$ cat src/rtl/axis_32to8.sv
// AXI4-Stream 32-bit to 8-bit width down-converter with tkeep-aware partial last words.
// Optional build macro AXIS_32TO8_KEEP_CHECK_EN drops non-contiguous tkeep words and flags them on keep_err_out.
module axis_32to8 #(
    parameter int MSB_FIRST = 1
) (
    input  logic        clk,
    input  logic        reset,
    input  logic [31:0] axis_tdata_in,
    input  logic [3:0]  axis_tkeep_in,
    input  logic        axis_tvalid_in,
    input  logic        axis_tlast_in,
    output logic        axis_tready_out,
    output logic [7:0]  axis_tdata_out,
    output logic        axis_tvalid_out,
    output logic        axis_tlast_out,
    input  logic        axis_tready_in,
    output logic        keep_err_out
);

    localparam logic [0:0] ST_IDLE = 1'b0;
    localparam logic [0:0] ST_SEND = 1'b1;
    localparam bit MSB_FIRST_B = (MSB_FIRST != 32'sd0);
`ifdef AXIS_32TO8_KEEP_CHECK_EN
    localparam bit KEEP_CHECK_EN = 1'b1;
`else
    localparam bit KEEP_CHECK_EN = 1'b0;
`endif

    logic [0:0]  state_q, state_d;
    logic [31:0] word_q, word_d;
    logic [1:0]  top_q, top_d;      // highest kept lane of the held word (nbytes-1)
    logic        last_q, last_d;
    logic [1:0]  lane_q, lane_d;
    logic [7:0]  tdata_q, tdata_d;
    logic        tvalid_q, tvalid_d;
    logic        tlast_q, tlast_d;
    logic        keep_err_q, keep_err_d;

    logic        ready_s, in_fire_s, out_fire_s, cur_final_s, in_legal_s;
    logic [1:0]  in_top_s, in_first_s, step_lane_s;

    function automatic logic [7:0] lane_byte(input logic [31:0] w, input logic [1:0] l);
        logic [7:0] b;
        case (l)
            2'd0:    b = w[7:0];
            2'd1:    b = w[15:8];
            2'd2:    b = w[23:16];
            2'd3:    b = w[31:24];
            default: b = 8'h00;
        endcase
        return b;
    endfunction

    function automatic logic [1:0] keep_top(input logic [3:0] k);
        logic [1:0] t;
        casez (k)
            4'b1???: t = 2'd3;
            4'b01??: t = 2'd2;
            4'b001?: t = 2'd1;
            default: t = 2'd0;
        endcase
        return t;
    endfunction

    function automatic logic keep_legal(input logic [3:0] k);
        logic ok;
        if (KEEP_CHECK_EN) begin
            case (k)
                4'b0001, 4'b0011, 4'b0111, 4'b1111: ok = 1'b1;
                default:                            ok = 1'b0;
            endcase
        end else begin
            ok = (k != 4'b0000);
        end
        return ok;
    endfunction

    function automatic logic final_lane(input logic [1:0] lane, input logic [1:0] top);
        return MSB_FIRST_B ? (lane == 2'd0) : (lane == top);
    endfunction

    // Handshake decode; ready is forced low while reset is held
    always_comb begin
        cur_final_s = final_lane(lane_q, top_q);
        out_fire_s  = tvalid_q && axis_tready_in;
        ready_s     = !reset && ((state_q == ST_IDLE) || (out_fire_s && cur_final_s));
        in_fire_s   = axis_tvalid_in && ready_s;
        in_top_s    = keep_top(axis_tkeep_in);
        in_legal_s  = keep_legal(axis_tkeep_in);
        in_first_s  = MSB_FIRST_B ? in_top_s : 2'd0;
        step_lane_s = MSB_FIRST_B ? (lane_q - 2'd1) : (lane_q + 2'd1);
    end

    // Next-state: advance lanes on output fire, then let a same-cycle input fire reload the word
    always_comb begin
        state_d    = state_q;
        word_d     = word_q;
        top_d      = top_q;
        last_d     = last_q;
        lane_d     = lane_q;
        tdata_d    = tdata_q;
        tvalid_d   = tvalid_q;
        tlast_d    = tlast_q;
        keep_err_d = 1'b0;

        if (out_fire_s && !cur_final_s) begin
            lane_d  = step_lane_s;
            tdata_d = lane_byte(word_q, step_lane_s);
            tlast_d = last_q && final_lane(step_lane_s, top_q);
        end else if (out_fire_s) begin
            state_d  = ST_IDLE;
            tvalid_d = 1'b0;
            tlast_d  = 1'b0;
        end else begin
            state_d = state_q;
        end

        if (in_fire_s && in_legal_s) begin
            state_d  = ST_SEND;
            word_d   = axis_tdata_in;
            top_d    = in_top_s;
            last_d   = axis_tlast_in;
            lane_d   = in_first_s;
            tdata_d  = lane_byte(axis_tdata_in, in_first_s);
            tvalid_d = 1'b1;
            tlast_d  = axis_tlast_in && (in_top_s == 2'd0);
        end else if (in_fire_s) begin
            keep_err_d = KEEP_CHECK_EN;
        end else begin
            keep_err_d = 1'b0;
        end
    end

    // State and output registers with synchronous reset
    always_ff @(posedge clk) begin
        if (reset) begin
            state_q    <= ST_IDLE;
            word_q     <= 32'h0000_0000;
            top_q      <= 2'd0;
            last_q     <= 1'b0;
            lane_q     <= 2'd0;
            tdata_q    <= 8'h00;
            tvalid_q   <= 1'b0;
            tlast_q    <= 1'b0;
            keep_err_q <= 1'b0;
        end else begin
            state_q    <= state_d;
            word_q     <= word_d;
            top_q      <= top_d;
            last_q     <= last_d;
            lane_q     <= lane_d;
            tdata_q    <= tdata_d;
            tvalid_q   <= tvalid_d;
            tlast_q    <= tlast_d;
            keep_err_q <= keep_err_d;
        end
    end

    assign axis_tready_out = ready_s;
    assign axis_tdata_out  = tdata_q;
    assign axis_tvalid_out = tvalid_q;
    assign axis_tlast_out  = tlast_q;
    assign keep_err_out    = keep_err_q;

endmodule

$ cat config.mk
export PLATFORM = sky130hd
export DESIGN_NAME = axis_32to8
export DESIGN_NICKNAME = d
export VERILOG_FILES = /design/src/rtl/axis_32to8.sv
export SDC_FILE = /design/constraint.sdc
export NUM_CORES = 1
export LEC_CHECK = 0
export CAP_MARGIN = 10
export CORE_ASPECT_RATIO = 0.75
export CORE_MARGIN = 4
export CORE_UTILIZATION = 30
export DETAILED_ROUTE_END_ITERATION = 10
export RECOVER_POWER = 100
export REMOVE_ABC_BUFFERS = 1
export SLEW_MARGIN = 20
export SYNTH_ARGS = -nofsm -noshare
export SYNTH_HDL_FRONTEND = slang
export SYNTH_SLANG_ARGS = --single-unit
$ cat constraint.sdc
create_clock -name clk -period 4.66 [get_ports clk]
set_input_delay 0.932 -clock clk [delete_from_list [all_inputs] [get_ports clk]]
set_output_delay 0.932 -clock clk [all_outputs]
set_load 0.005 [all_outputs]
# Word-level counts from Yosys, hierarchy flattened
# Index checks and enable logic that the tools add are counted.
[totals]
reg_bits = 45
ram_bits = 0
memories = 0
wordCells = 48
rom_bits = 0
latch_bits = 0
in_bits = 41
[op_classes]
n_div = 0
muxes = 12
n_lt_le_gt_ge = 0
n_reduce_logical = 19
multipliers = 0
shifts = 0
n_eq_ne = 9
n_bitwise = 1
n_addsub = 1
[op_table]
columns = ["operator", "count"]
rows = [
  ["8-bit case mux with 4 select lines", 2],
  ["8-bit two-way mux", 2],
  ["2-bit == test, second input constant", 4],
  ["1-bit logical AND", 8],
  ["2-bit by 1-bit == test with 1-bit output, second input constant", 3],
  ["2-bit zero test", 3],
  ["2-bit case mux with 3 select lines", 1],
  ["1-bit two-way mux", 5],
  ["2-bit two-way mux", 2],
  ["2-bit nonzero test", 2],
  ["4-bit nonzero test", 1],
  ["3-bit by 1-bit == test with 1-bit output, second input constant", 1],
  ["3-bit nonzero test", 1],
  ["1-bit zero test", 2],
  ["2-bit by 1-bit inequality test with 1-bit output, second input constant", 1],
  ["2-bit AND reduction", 1],
  ["2-bit by 1-bit subtractor with 2-bit output, second input constant", 1],
  ["1-bit logical OR", 1],
  ["1-bit inverter", 1],
]

# Logic depth before layout (Yosys ltp)
[logic_depth]
ltp_word = 8
ltp_mapped = 8
mapped_depth_nobuf = 6

# Least setup slack after synthesis
# No wires, ideal clock.
[synth_path]
kind = "input -> register"
start = "input axis_tkeep_in[0]"
end = "register tdata_q[0], in the netlist axis_tdata_out[0]"
path_slack_ns = 2.276
t_required_ns = 4.601
t_arrival_ns = 2.325
setup_time_ns = 0.059
path_buffers = 2
stages = 6
cell_sequence = "buf_6 > or4_4 > and3_4 > buf_6 > nor3_4 > a221o_1"
[synth_between]
elab_chain_len = 3
[synth_lines]
columns = ["item", "line_no", "rtl"]
rows = [
  ["start, declared", "9", "input logic [3:0] axis_tkeep_in,"],
  ["4-bit nonzero test (*)", "73", "ok = (k != 4'b0000);"],
  ["1-bit logical AND (*)", "118", "if (in_fire_s && in_legal_s) begin"],
  ["8-bit two-way mux or 2-bit nonzero test (tied branches)", "--", ""],
  ["end signal, assigned", "152", "tdata_q <= tdata_d;"],
  ["end, declared", "34", "logic [7:0] tdata_q, tdata_d;"],
]
# Every way passes the cells marked *; elsewhere a longest branch is shown, timed or not.
# A chain may end at the register's enable or synchronous reset.

# Final worst setup path
[layout_path]
start = "input axis_tkeep_in[1]"
end = "register tdata_q[3], in the netlist axis_tdata_out[3]"
[layout_between]
elab_chain_len = 5
[layout_lines]
columns = ["item", "line_no", "rtl"]
rows = [
  ["3-bit by 1-bit == test with 1-bit output", "56", "casez (k)"],
  ["2-bit case mux with 3 select lines", "56", ""],
  ["2-bit == test (tied with other cells)", "44", "case (l)"],
  ["8-bit case mux with 4 select lines", "44", ""],
  ["8-bit two-way mux", "118", ""],
]
# Parallel ways exist; a longest one is shown, timed or not.

==> run_results.csv <==
group,metric,value,unit
status,status,"complete, no violations",
placement,dpl.hpwl,4528,µm
logic_synthesis,ys.flop_type,"dfxtp_1",
clock_network,ctsHoldBuffers,0,
critical_path,critical_path_required,4.90,ns
critical_path,path_cells,"dlygate4sd3_1 -> clkbuf_1 -> or4_1 -> and3_4 -> nor3_1 -> a221o_1",
floorplan,core,7365,µm²
clock_network,cts_tree,"yes",
timing,maxSlewViolCount,0,
cells_and_area,n_fill_cell,800,
timing,relSlewSlack,11.06,%
clock_network,ctsResizeCount,0,
critical_path,end_kind,"flip-flop",
logic_synthesis,synth_cells,293,
timing,fmax,0.2593,GHz
global_route,antenna_found_initial,0,
clock_network,cts_max_path_buffers,2,
global_route,grt_pass1_vias,2122,
power_and_ir_drop,p_total,0.8313,mW
global_route,grt_max_degree,40,
logic_synthesis,syn_area,2278,µm²
logic_synthesis,yosysSeqAreaShare,39.54,%
routing,highest_layer,"met4",
cells_and_area,layout_commonest_cell,"nand2_1",
logic_synthesis,synth-seq-cells,45,
power_and_ir_drop,power_density,285.5,nW/µm²
logic_synthesis,synth_edf_count,0,
critical_path,cp_max_fo,34,
cells_and_area,regArea,900.9,µm²
global_route,grt_pass1_wl,11070,µm
logic_synthesis,syn_avg_cell_area,7.776,µm²
clock_network,cts.reportedPaths.clkPinSlew,0.08,ns
routing,wire_per_inst,15.79,µm
cells_and_area,num_antenna_cells,0,
worst_hold_path,hold_class,"reg -> reg",
cells_and_area,multi_input_area,1235,µm²
timing,hold_viol_final,0,
clock_network,numCtsBuffers,5,
clock_network,clkLatencyLatePin,0.30,ns
clock_network,cts.sinks,45,
critical_path,cp_slowest_stage_delay,1.08,ns
critical_path,start_kind,"input pin",
power_and_ir_drop,p_leak,1.013,nW
routing,firstDrtPassIters,4,
power_and_ir_drop,peakVddDrop,0.1056,mV
cells_and_area,final_cell_mix,"75 x nand2_1, 60 x a21oi_1, 45 x dfxtp_1, 40 x clkdlybuf4s50_1, 16 x nor3b_1",
routing,wl_met1,3253,µm
logic_synthesis,synth_cell_types,32,
timing,finalCritPeriodShare,82.75,%
critical_path,r2r-start,"lane_q[0]",
placement,portBuffers,51,
floorplan,start_util,30.94,%
run,cap_violations,0,
routing,dr_wl_met2,2958,µm
clock_network,htreeDepth,2,
timing,rsz0062_at_grt,"no",
floorplan,fp.dieW,108.6,µm
cells_and_area,nNetsFinal,379,
routing,ant_nets,0,
timing,tightest_slew,1.324,ns
critical_path,critPathKind,"in -> reg",
timing,finClkSkew,0.004664,ns
routing,wl_met3,601,µm
logic_synthesis,async_flop_share,0,%
routing,drc,0,
cells_and_area,syn2layout_area_growth,27.79,%
worst_hold_path,min_from,"word_q[6]",
floorplan,dieArea,9067,µm²
critical_path,crit_path_top_delay_cell,"nor3_1",
cells_and_area,layout-drive-gt1-share,3.303,%
timing,finalSetupViolCount,0,
routing,num_vias,2194,
critical_path,crit_arrival,4.10,ns
routing,totalWireLength,6852,µm
global_route,grt.overflow.total,0,
clock_network,cts_root_buf,"clkbuf_8",
floorplan,placementRows,27,
timing,fin_crit,3.856,ns
logic_synthesis,ys.warnings.count,0,
critical_path,worstSetupStartpoint,"axis_tkeep_in[1]",
routing,drt-initial-drc-count,120,
clock_network,cts_setup_buffers,0,
floorplan,die_h,83.47,µm
timing,finalSetupTns,0,ns
global_route,track_usage,15.36,%
routing,vias_per_cell,5.055,
floorplan,num_io_pins,53,
placement,place_congestion,0.7906,
==> worst max-delay path, delay by kind of cell <==
kind	cells	cell delay, ns
AOI/OAI and AO/OA	1	0.31
and+or+nand+nor	3	2.04
buffers and inverters	2	0.81
==> final timing paths <==
kind                        to  slack [ns]  cells after the start
min                  word_q[6]        0.46                      2
max          axis_tdata_out[3]        0.80                      6
max reg2reg  axis_tdata_out[3]        1.94                      6
min reg2reg          word_q[6]        0.46                      2
==> registers in the layout, summed over array words and instances, names as in the netlist <==
name             count
axis_tvalid_out      1
axis_tdata_out       8
word_q              32
axis_tlast_out       1
lane_q               2
last_q               1
==> area by class of cell <==
type	instances	area share, %
Clock buffer	7	2.965
Sequential cell	45	30.94
Tap cell	101	4.340
Multi-Input combinational cell	220	42.42
Inverter	3	0.3868
Timing Repair Buffer	58	18.95
==> cells in the mapped netlist, drive strengths merged, types with 3 or more instances <==
cell | count | area share, %
nand2b | 9 | 2.5
dfxtp | 45 | 40
a221o | 8 | 3.5
nand2 | 75 | 12
inv | 3 | 0.49
a21oi | 60 | 13
clkbuf | 15 | 2.5
ha | 5 | 2.7
o31a | 8 | 3.1
a22oi | 8 | 2.6
nor3b | 16 | 5.3
nor2b | 11 | 3.0
buf | 10 | 2.6
==> logic make-up (layout without fill, tap and decap cells) <==
| group | Yosys count | count (layout) | synth area share [%] |
|---|---|---|---|
| AOI/OAI and AO/OA | 91 | 91 | 24.66 |
| DFF | 45 | 45 | 39.54 |
| other | 1 | 1 | 0.1646 |
| and+or+nand+nor | 123 | 123 | 27.29 |
| buffers and inverters | 28 | 68 | 5.601 |
| adders and majority gates | 5 | 5 | 2.746 |
==> stage by stage <==
| stage | area, µm² | hold WS, ns | instances | utilization [%] | setup WS [ns] |
|---|---|---|---|---|---|
| global placement | 2851 | 0.4378 | 427 | 38.72 | 1.383 |
| CTS | 2938 | 0.4567 | 434 | 39.89 | 1.403 |
| floorplan | 2162 | 0.4252 | 268 | - | 2.171 |
| global route | 2912 | 0.4854 | 434 | 39.53 | 0.7082 |
| finish | 2912 | 0.4569 | 434 | 39.53 | 0.8038 |
| detailed placement | 2851 | 0.4451 | 427 | 38.72 | 1.315 |
==> report_power, final <==
| part | switching (mW) | leakage (nW) | internal [mW] |
|---|---|---|---|
| logic | 0.0817 | 0.600 | 0.0813 |
| registers | 0.0128 | 0.368 | 0.407 |
| clock network | 0.131 | 0.0443 | 0.118 |
==> per-layer routing <==
| metal | track usage [%] | vias to the layer above |
|---|---|---|
| li1 | - | 1093 |
| met1 | 21.64 | 1014 |
| met2 | 23.61 | 81 |
| met3 | 3.944 | 6 |
| met4 | 3.096 | 0 |
| met5 | 0 | - |
No activity file was read; power rests on OpenSTA's default activity.
==> patch 1 (config.mk and constraints unchanged) <==
`KEEP_CHECK_EN`: 1'b0 -> 1'b1.
--- a/src/rtl/axis_32to8.sv
+++ b/src/rtl/axis_32to8.sv
@@ -23,7 +23,7 @@
 `ifdef AXIS_32TO8_KEEP_CHECK_EN
     localparam bit KEEP_CHECK_EN = 1'b1;
 `else
-    localparam bit KEEP_CHECK_EN = 1'b0;
+    localparam bit KEEP_CHECK_EN = 1'b1;
 `endif
 
     logic [0:0]  state_q, state_d;
Behaviour: not the same (Yosys sat finds a counterexample within 4 cycles, from zero or initial values and one cycle with reset high).
==> patch 1 against the unedited design <==
  * Area after synthesis decreased by 18%
  * Maximum frequency increased by 16%
  * Register-to-register slack improved by 0.16 ns
  * Design area decreased by 12%
  * Clock skew increased by 0.0034 ns
  * Sequential cell count decreased by 7
  * Setup slack improved by 0.53 ns
  * Wire length decreased by 20%
  * Combinational power decreased by 37%
  * Power decreased by 5.0%
==> patch 1: results (changes against the unedited design) <==
Hold Slack=0.456 ns (-0.000593 ns); Multi-Input Combinational=176 (-20%); pwr dens=309 nW/um2 (+8.2%); skew final=0.00802 ns (+0.00336 ns); Tcrit/Tclk final=0.713 (-0.114); Cells after Synth=240 (-18%); GR Layer Usage met2=0.229 (-0.00757); outcome=completed; fraction of area in multi-input gates=0.390 (-0.0337); Non-clock buffers=56 (-3.4%); sequential area share after synthesis=0.408 (+0.0124); non-clock buffer share of cell area=0.212 (+0.0228); vias per cell=5.03 (-0.54%); Hold Crit Start=word_q[12]$_SDFFE_PP0N_; Setup WS pre-CTS=1.34 ns (+0.0286 ns); num sequential=38 (-16%); Non-clk invs=4 (+1); met3 Track Usage GR=0.0412 (+0.00173); vias in the first global route=1811 (-15%); Yosys cell types=34 (+6.3%); Setup crit end=axis_tready_out; GR Util All Layers=0.148 (-0.00525); final std cells w/o fill=360 (-17%); CP max FO=4 (-88%); max reg flops=24 (-25%); # clk buffers=6 (-1); fraction of layout cells with a size suffix above 1=0.0426 (+0.00952); r2r endpoint=lane_q[1]$_SDFFE_PP0P_; placed cell area=2420 um2 (-15%); adder-cell share of the synthesized area=0.0268 (-0.000630); leak pwr=0.000894 uW (-12%); worst min path class=reg -> reg; drt wl/cell=15.2 um (-3.8%); Placer Congestion=0.749 (-5.3%); worst-margin pin slew=1.31 ns (-0.0172 ns); leading post-synthesis cells by cell area=dfxtp_1, nand2_1, a21oi_1; largest net degree at the start of global routing=38 (-5.0%); hpwl dp=3620 um (-20%); ClkCell Share=0.0558 (+0.0261); Synth Area in Compound Gates=0.273 (+0.0264); met1 GRT Util=0.200 (-0.0168); worst vdd ir=0.000152 V (+44%); met3 WL=309 um (-49%); Critical Path Source=axis_tready_in; NumNets Final=326 (-14%); buffers added on ports=52 (+2.0%); Detailed Route Iter0 Violations=86 (-28%); register-to-register setup slack=2.10 ns (+0.16 ns); post-synthesis xor/xnor area fraction=0.00469 (+0.00469); Reg2Reg Depth=7 (+1)
==> patch 1: cell types whose count changed in the layout (fill, tap and decap cells not counted), sizes merged, moves of 8 or more <==
| cell | change |
|---|---|
| nor2 | +9 |
| a21oi | -33 |
| nor3b | -15 |
| nand2b | -8 |
| o21a | +8 |
| o32ai | +8 |
| o31a | -8 |
| nand2 | -15 |
| o22ai | +8 |
| a22oi | -8 |
==> patch 1: cell families after synthesis <==
| group | Yosys count |
|---|---|
| AO/OA/AOI/OAI | 75 |
| buffers and inverters | 26 |
| adder cells (fa/ha/maj) | 4 |
| XOR/XNOR | 1 |
| AND/OR/NAND/NOR | 96 |
| flip-flops | 38 |
==> patch 1: worst max-delay path: stages <==
cell	delay, ns
clkdlybuf4s50_1	0.51
a21bo_1	0.23
nor2b_1	0.19
clkdlybuf4s50_1	0.53
==> patch 1: power breakdown <==
group	internal, uW	switching (uW)
clock	228	122
combinational	55.9	46.6
sequential	333	4.42
total	617	173
==> patch 2 (config.mk and constraints unchanged) <==
Without the edit above. Make the reset (`reset`) asynchronous in one clocked block. Comments in the files are not updated.
--- a/src/rtl/axis_32to8.sv
+++ b/src/rtl/axis_32to8.sv
@@ -132,7 +132,7 @@
     end
 
     // State and output registers with synchronous reset
-    always_ff @(posedge clk) begin
+    always_ff @(posedge clk or posedge reset) begin
         if (reset) begin
             state_q    <= ST_IDLE;
             word_q     <= 32'h0000_0000;
Behaviour: differs if reset is asserted again (counterexample within 4 cycles, from zero or initial values and one cycle with reset high); with reset held inactive, the same outputs for 10 cycles.
==> patch 2 against the unedited design <==
  * Wire length shrank 11%
  * Clock skew is 0.0014 ns lower
  * Register-to-register slack worse by 0.20 ns
  * Design area up 2.2%
  * Maximum frequency increased by 15%
  * Synthesized cell count fell by 27%
  * Area after synthesis up 2.5%
  * Setup slack gained 0.50 ns
  * Sequential cell count stayed put
  * Critical path type unchanged
  * Highest routed layer unchanged
Power is not compared: it rests on default switching activity, and its combinational part moved more than twofold at a synthesized area within 25%.
==> patch 2: results (changes against the unedited design) <==
outcome=completed; vias per cell=5.07 (+0.28%); Largest delay share family, worst path=buffers and inverters; r2r startpoint=lane_q[0]$_DFFE_PP0P_; Synth Area in Compound Gates=0.179 (-0.0677); Critical Path Max Stage Delay=0.74 ns (-0.34 ns); Detailed Route Iter0 Violations=65 (-46%); fraction of layout cells with a size suffix above 1=0.165 (+0.132); mux cell area share after synthesis=0.163 (+0.163); Critical-path top delay cell=dlygate4sd3_1; NumNets Final=306 (-19%); GR Layer Usage met2=0.206 (-0.0302); final WL=6130 um (-11%); leading post-synthesis cells by cell area=dfrtp_1, mux2_2, a21oi_1; Hold Crit Endpoint=last_q$_DFFE_PP0N_; Data arrival, critical path=3.54 ns (-0.56 ns); vias in the first global route=1895 (-11%); worst-margin pin slew=0.826 ns (-0.498 ns); number of cells after detailed placement=354 (-17%); adder-cell share of the synthesized area=0.0268 (-0.000677); Via Count=1830 (-17%); met3 Track Usage GR=0.0361 (-0.00332); r2r endpoint=word_q[10]$_DFFE_PP0N_; CP max FO=20 (-41%); synth cell count leaders=dfrtp_1, mux2_2, a21oi_1; hpwl dp=4300 um (-5.0%); met2 wire len=2690 um (-9.2%); Hold Crit Start=last_q$_DFFE_PP0N_; skew final=0.00329 ns (-0.00137 ns); Yosys cell types=37 (+16%); prevailing post-synth register cell=dfrtp_1; met1 GRT Util=0.196 (-0.0208); M1 WL=2920 um (-10%); Critical Path Source=axis_tkeep_in[0]; largest net degree at the start of global routing=47 (+18%); first-pass GRT wire length=9740 um (-12%); Synth async-reset ratio=1.00 (+1.00); GR Util All Layers=0.137 (-0.0161); register-to-register setup slack=1.74 ns (-0.20 ns); met3 WL=457 um (-24%); Root Buffer=clkbuf_8
-- patch 2: layout make-up --
class                           instances  area [um2]
Tap cell                              101         126
Inverter                               10        37.5
Fill cell                             765        4490
Clock buffer                            7        86.3
Timing Repair Buffer                   55         533
Sequential cell                        45        1130
Multi-Input combinational cell        143        1070
-- patch 2: worst reg2reg max path: stages (launching register included) --
cell and delay [ns]:
dfrtp_1 0.42, inv_1 0.14, ha_1 0.26, a21boi_0 0.22, nor3_4 0.66, clkbuf_1 0.70
mux2_2 0.43
-- patch 2: per-stage QoR --
stage	instance area (um2)	hold slack [ns]	util	total power [uW]	worst slack, ns
4_1_cts	3000	0.513	0.401	1660	1.56
5_1_grt	2980	0.530	0.399	1750	1.17
3_5_place_dp	2910	0.494	0.390	1410	1.47
2_1_floorplan	2240	0.472	-	1130	1.83
3_3_place_gp	2910	0.490	0.390	1400	1.53
6_report	2980	0.506	0.399	1630	1.30
